### src/rtl/iterative_left_shifter.sv
// Multi-cycle logical left shifter (1 bit per clock) with a start/busy/done handshake.
// Optional signed-overflow flag `ovf` is compiled in with the macro SLL_OVERFLOW_EN.
module iterative_left_shifter #(
    parameter int WIDTH   = 32,
    parameter int SHAMT_W = 5
) (
    input  logic               clock,
    input  logic               reset,
    input  logic               start,
    input  logic [WIDTH-1:0]   data_in,
    input  logic [SHAMT_W-1:0] shamt,
    output logic [WIDTH-1:0]   result,
`ifdef SLL_OVERFLOW_EN
    output logic               ovf,
`endif
    output logic               busy,
    output logic               done
);

    typedef enum logic [1:0] {
        IDLE  = 2'd0,
        SHIFT = 2'd1,
        DONE  = 2'd2
    } state_t;

    localparam logic [SHAMT_W-1:0] CNT_ZERO = SHAMT_W'(1'b0);
    localparam logic [SHAMT_W-1:0] CNT_ONE  = SHAMT_W'(1'b1);

    state_t             state_r;
    logic [WIDTH-1:0]   result_r;
    logic [SHAMT_W-1:0] count_r;
    logic               busy_r;
    logic               done_r;
`ifdef SLL_OVERFLOW_EN
    logic               ovf_r;
`endif

    // Control FSM and datapath; busy/done are decoded one edge early so they stay registered.
    always_ff @(posedge clock) begin
        if (reset) begin
            state_r  <= IDLE;
            result_r <= {WIDTH{1'b0}};
            count_r  <= CNT_ZERO;
            busy_r   <= 1'b0;
            done_r   <= 1'b0;
`ifdef SLL_OVERFLOW_EN
            ovf_r    <= 1'b0;
`endif
        end else begin
            case (state_r)
                IDLE: begin
                    busy_r <= 1'b0;
                    done_r <= 1'b0;
                    if (start) begin
                        result_r <= data_in;
                        count_r  <= shamt;
`ifdef SLL_OVERFLOW_EN
                        ovf_r    <= 1'b0;
`endif
                        if (shamt == CNT_ZERO) begin
                            state_r <= DONE;
                            done_r  <= 1'b1;
                        end else begin
                            state_r <= SHIFT;
                            busy_r  <= 1'b1;
                        end
                    end else begin
                        state_r <= IDLE;
                    end
                end
                SHIFT: begin
                    result_r <= {result_r[WIDTH-2:0], 1'b0};
                    // count never goes below 1 here, so the decrement cannot wrap
                    count_r  <= count_r - CNT_ONE;
`ifdef SLL_OVERFLOW_EN
                    if (result_r[WIDTH-1] != result_r[WIDTH-2]) begin
                        ovf_r <= 1'b1;
                    end else begin
                        ovf_r <= ovf_r;
                    end
`endif
                    if (count_r == CNT_ONE) begin
                        state_r <= DONE;
                        busy_r  <= 1'b0;
                        done_r  <= 1'b1;
                    end else begin
                        state_r <= SHIFT;
                        busy_r  <= 1'b1;
                        done_r  <= 1'b0;
                    end
                end
                DONE: begin
                    state_r <= IDLE;
                    busy_r  <= 1'b0;
                    done_r  <= 1'b0;
                end
                default: begin
                    state_r <= IDLE;
                    busy_r  <= 1'b0;
                    done_r  <= 1'b0;
                end
            endcase
        end
    end

    assign result = result_r;
    assign busy   = busy_r;
    assign done   = done_r;
`ifdef SLL_OVERFLOW_EN
    assign ovf    = ovf_r;
`endif

endmodule
### config.mk
export PLATFORM = sky130hd
export DESIGN_NAME = iterative_left_shifter
export DESIGN_NICKNAME = d
export VERILOG_FILES = /design/src/rtl/iterative_left_shifter.sv
export SDC_FILE = /design/constraint.sdc
export NUM_CORES = 1
export LEC_CHECK = 0
export BUFFER_PORTS_ARGS = -buffer_cell sky130_fd_sc_hd__buf_2
export CORE_ASPECT_RATIO = 1.1
export CORE_MARGIN = 3
export CORE_UTILIZATION = 44
export DETAILED_ROUTE_END_ITERATION = 6
export PLACE_DENSITY_LB_ADDON = 0.3
export SETUP_SLACK_MARGIN = 0.3
export SYNTH_ARGS = -nofsm -noshare
export SYNTH_HDL_FRONTEND = slang
export SYNTH_SLANG_ARGS = --single-unit
### constraint.sdc
create_clock -name clock -period 1.1 [get_ports clock]
set_input_delay 0.165 -clock clock [delete_from_list [all_inputs] [get_ports clock]]
set_output_delay 0.165 -clock clock [all_outputs]
set_load 0.02 [all_outputs]
# Yosys cells after proc, flatten, opt, wreduce, memory -nomap -nowiden

Index checks and enable logic that the tools add are counted.

Flip-flop bits (word level): 41
Latch bits: 0
RAM bits: 0
ROM bits: 0
Bits of input ports: 40
Word-level logic and storage cells: 29
Memories kept: 0

$add $sub $neg: 1
Multiply operators: 0
Divide/modulo/power cells: 0
Magnitude comparators: 0
Eq/ne operators: 3
Shift-type cells: 0
Muxes and demuxes: 16
Bitwise operators: 0
Reduce and logical (&&, ||, !) cells: 4

Operator list:

| kind                                             | number |
|---|---|
| one-hot mux 32 bit (2 select lines)              | 1 |
| two-way mux 32 bit                               | 1 |
| one-hot mux 5 bit (2 select lines)               | 1 |
| two-way mux 1 bit                                | 6 |
| two-way mux 2 bit                                | 3 |
| == test 5 x 1 -> 1 bit, second input constant    | 1 |
| logical NOT 5 bit                                | 1 |
| two-way mux 5 bit                                | 1 |
| subtractor 5 x 1 -> 5 bit, second input constant | 1 |
| one-hot mux 1 bit (2 select lines)               | 2 |
| one-hot mux 2 bit (2 select lines)               | 1 |
| == test 2 x 1 -> 1 bit, second input constant    | 1 |
| logical NOT 2 bit                                | 1 |
| != test 2 bit, second input constant             | 1 |
| AND reduction 2 bit                              | 1 |
| nonzero test 2 bit                               | 1 |

# Longest topological paths before layout

Depth in word-level cells: 4
Depth in mapped cells: 6
Mapped depth without buffers: 5

# Worst setup path after synthesis

OpenSTA, ideal clock, no wires.

Kind: reg-to-reg
Start: register, netlist name done
End: register result_r[22] (netlist: result[22])
Setup time: 81 ps
Data arrival time: 1279 ps
Required time: 1019 ps
Setup slack: -261 ps
Stages on the path, launching flop included: 7
Path buffers: 3
Period minus slack after synthesis: 1361 ps
Path through: dfxtp_1 -> buf_4 -> nand2b_1 -> buf_2 -> buf_2 -> nor2_1 -> a211oi_2

RTL lines:

| what                 | line | RTL |
|---|---|---|
| end signal, assigned | 42   | `result_r <= {WIDTH{1'b0}};` |
| end signal, assigned | 55   | `result_r <= data_in;` |
| end signal, assigned | 72   | `result_r <= {result_r[WIDTH-2:0], 1'b0};` |
| end, declared        | 30   | `logic [WIDTH-1:0] result_r;` |

==> flow_metrics.py <==
metrics = {
    "status": {
        "run_status": "finished, violations left",
        "violations": "negative setup slack",
    },
    "sta": {
        "setup_viol": 34,
        "fmax_mhz": 761,
        "hold_violations": 0,
        "layout_min_cycle_time_ns": 1.31,
        "rsz0062_at_grt": "true",
        "min_period_over_period_pct": 120,
        "fin_ws_ns": -0.215,
        "final.setup_skew_ns": 0.0114,
        "relSlewSlack_pct": 75.0,
        "drv_slew": 0,
        "worst_pin_slew_ns": 0.372,
        "fin_setup_tns_ns": -5.23,
    },
    "global_route": {
        "global_route.usage.total_pct": 20.4,
        "grt.overflow.total": 0,
        "use_met3_pct": 5.24,
        "grt_start_max_net_pins": 27,
        "met1_usage_pct": 23.3,
        "gr-usage-met2_pct": 36.5,
        "grt_pass1_wl_mm": 9.00,
        "grt_pass1_vias": 1963,
        "grt_antenna_before_repair": 0,
        "grt.busiest_layer": "met2",
    },
    "synthesis": {
        "syn_area_mm2": 0.00203,
        "yosys.area.top_type_share_pct": 38.5,
        "synth-edff-count": 0,
        "synth_top_family_by_area": "compound AO/OA/AOI/OAI gates",
        "ys_async_sr_fraction_pct": 0,
        "syn_inst": 199,
        "syn_nets": 241,
        "synth_compound_area_share_pct": 25.0,
        "synthMuxAreaShare_pct": 15.3,
        "synth_top_area_cell": "dfxtp_1",
        "synth_area_leaders": "dfxtp_1, a211oi_2, mux2i_1",
        "ys_types": 36,
        "yosys_most_used_dff": "dfxtp_1",
        "synthSimpleGateAreaFrac_pct": 11.5,
        "avgSynthCellArea_um2": 10.2,
        "ys_ff_latch": 39,
        "synth_xor_area_share_pct": 0.432,
        "yosysSeqAreaShare_pct": 38.5,
        "yosysWarnings": 0,
        "yosys.area_share.adder_pct": 1.23,
    },
    "routing": {
        "routed_via_density": 5.32,
        "vias": 1962,
        "drtIter0Drc": 82,
        "wl_mm": 6.12,
        "drcViolationCount": 0,
        "postRouteAntennaNets": 0,
        "detail_route.wl_per_cell_um": 16.6,
        "dr.pass1.iters": 4,
    },
    "clocking": {
        "clock_sinks": 39,
        "cts_tree": "yes",
        "postCtsHoldBufs": 0,
        "clkTransAtPathRegs_ns": 0.08,
        "htree_num_levels": 2,
        "clockRootBuffer": "clkbuf_8",
        "clockBufferDepth": 2,
        "insertion_delay_ns": 0.30,
        "cts_buffers": 5,
    },
    "critical_path": {
        "worstSetupStartpointType": "flip-flop",
        "end_kind": "flip-flop",
        "cp.required_ns": 1.27,
        "cp_max_fo": 7,
        "path_class": "flip-flop to flip-flop",
        "rrSetupSlack_ns": -0.21,
        "crit_arrival_ns": 1.49,
    },
    "pwr": {
        "max-vdd-ir-drop_mv": 0.860,
        "power_density_mw_per_mm2": 1540,
        "power_leakage_nw": 1.49,
        "p_total_w": 0.00535,
    },
    "layout": {
        "stdcell_count": 369,
        "seqCellArea_um2": 841,
        "multi_input_area_mm2": 0.00134,
        "drive_gt1_share_pct": 81.0,
        "num-fill-cells": 259,
        "most-common-layout-cells": "buf_4, buf_2, buf_6",
        "fin_nets": 356,
        "fin_util_pct": 79.5,
        "diodes": 0,
        "syn_to_final_growth_pct": 71.7,
        "final_common_cell": "buf_4",
    },
    "floorplan": {
        "die-area_mm2": 0.00546,
        "die_y_um": 77.2,
        "core-area_mm2": 0.00438,
        "ios": 74,
        "initial_utilization_pct": 46.3,
        "row_count": 25,
        "die_w_um": 70.7,
    },
    "worst_hold_path": {
        "hold_class": "input pin to flip-flop",
    },
    "run": {
        "maxCapViolations": 0,
    },
    "placed_design": {
        "dp_hpwl_mm": 3.47,
        "dpl.cell_count": 323,
        "gp_congestion": 0.892,
        "portBuffers": 73,
        "dp_slack_ns": -0.158,
    },
}
-- power breakdown --
part / switching [W] / total, W / internal, W
clock: 0.000503 / 0.00117 / 0.000664
combinational: 0.00107 / 0.00230 / 0.00124
sequential: 0.000213 / 0.00188 / 0.00167
-- worst max-delay path, stage by stage, from the launching register on --
cell and delay [ns]:
dfxtp_4 0.34, and2b_4 0.31, clkbuf_16 0.19, mux2i_1 0.25
a211oi_2 0.09
-- area by class of cell --
| cell class | instances | area share, % |
|---|---|---|
| multi-input combinational | 137 | 38.4 |
| timing repair buffer | 125 | 31.7 |
| sequential | 39 | 24.1 |
| clock buffer | 5 | 1.98 |
| tap | 54 | 1.94 |
| clock inverter | 3 | 1.11 |
| inverter | 6 | 0.791 |
-- synthesized netlist by cell type (2+ instances only) --
cell type	number
a211oi_1	2
a211oi_2	29
a21oi_1	4
a31oi_1	2
a32oi_1	3
buf_12	3
buf_2	10
clkbuf_1	2
dfxtp_1	39
ha_1	2
inv_1	6
mux2i_1	31
nand2_1	3
nor2_1	35
nor3_1	5
o21ai_0	3
-- per-stage QoR --
step                      cell area [um2]  hold slack (ns)
after floorplan                      2190            0.331
after global placement               2610            0.432
after detailed placement             2610            0.452
after CTS                            3200            0.136
after global routing                 3480            0.170
final                                3480            0.128
-- routing by layer --
| metal | routed length (um) | vias to the layer above |
|---|---|---|
| met3 | 282 | 9 |
| li1 | - | 954 |
| met5 | 0 | - |
| met2 | 3360 | 55 |
| met4 | 85 | 0 |
| met1 | 2390 | 944 |
-- kinds of logic (layout without fill, tap and decap cells) --
family | count (synthesis) | after routing
AOI/OAI and AO/OA | 50 | 50
xor gates and xnor gates | 1 | 1
adders and majority gates | 2 | 2
buffers and inverters | 24 | 139
DFF | 39 | 39
muxes | 31 | 31
and+or+nand+nor | 52 | 53
-- sequential cells by signal, indices dropped and copies added, names as in the netlist --
| signal | flops |
|---|---|
| done | 1 |
| state_r | 1 |
| result | 32 |
| count_r | 5 |
-- path summary, 6_finish.rpt --
| kind | from | end | depth (start not counted) |
|---|---|---|---|
| worst min-delay path | data_in[0] | result[0]$_SDFFE_PP0P_ | 3 |
| worst min register to register | result[22]$_SDFFE_PP0P_ | result[23]$_SDFFE_PP0P_ | 2 |
| worst max-delay path | done$_SDFF_PP0_ | result[31]$_SDFFE_PP0P_ | 4 |
| worst max register to register | done$_SDFF_PP0_ | result[31]$_SDFFE_PP0P_ | 4 |
-- repair_timing --
| item | in CTS | in global routing |
|---|---|---|
| pin swaps | 1 | 9 |
| gates cloned | 0 | 4 |
| gates resized for setup | 107 | 39 |
| setup buffers | 28 | 6 |
| setup endpoints to repair | 73 | 73 |
| hold endpoints to repair | 0 | 0 |
No activity file was read; power rests on OpenSTA's default activity.
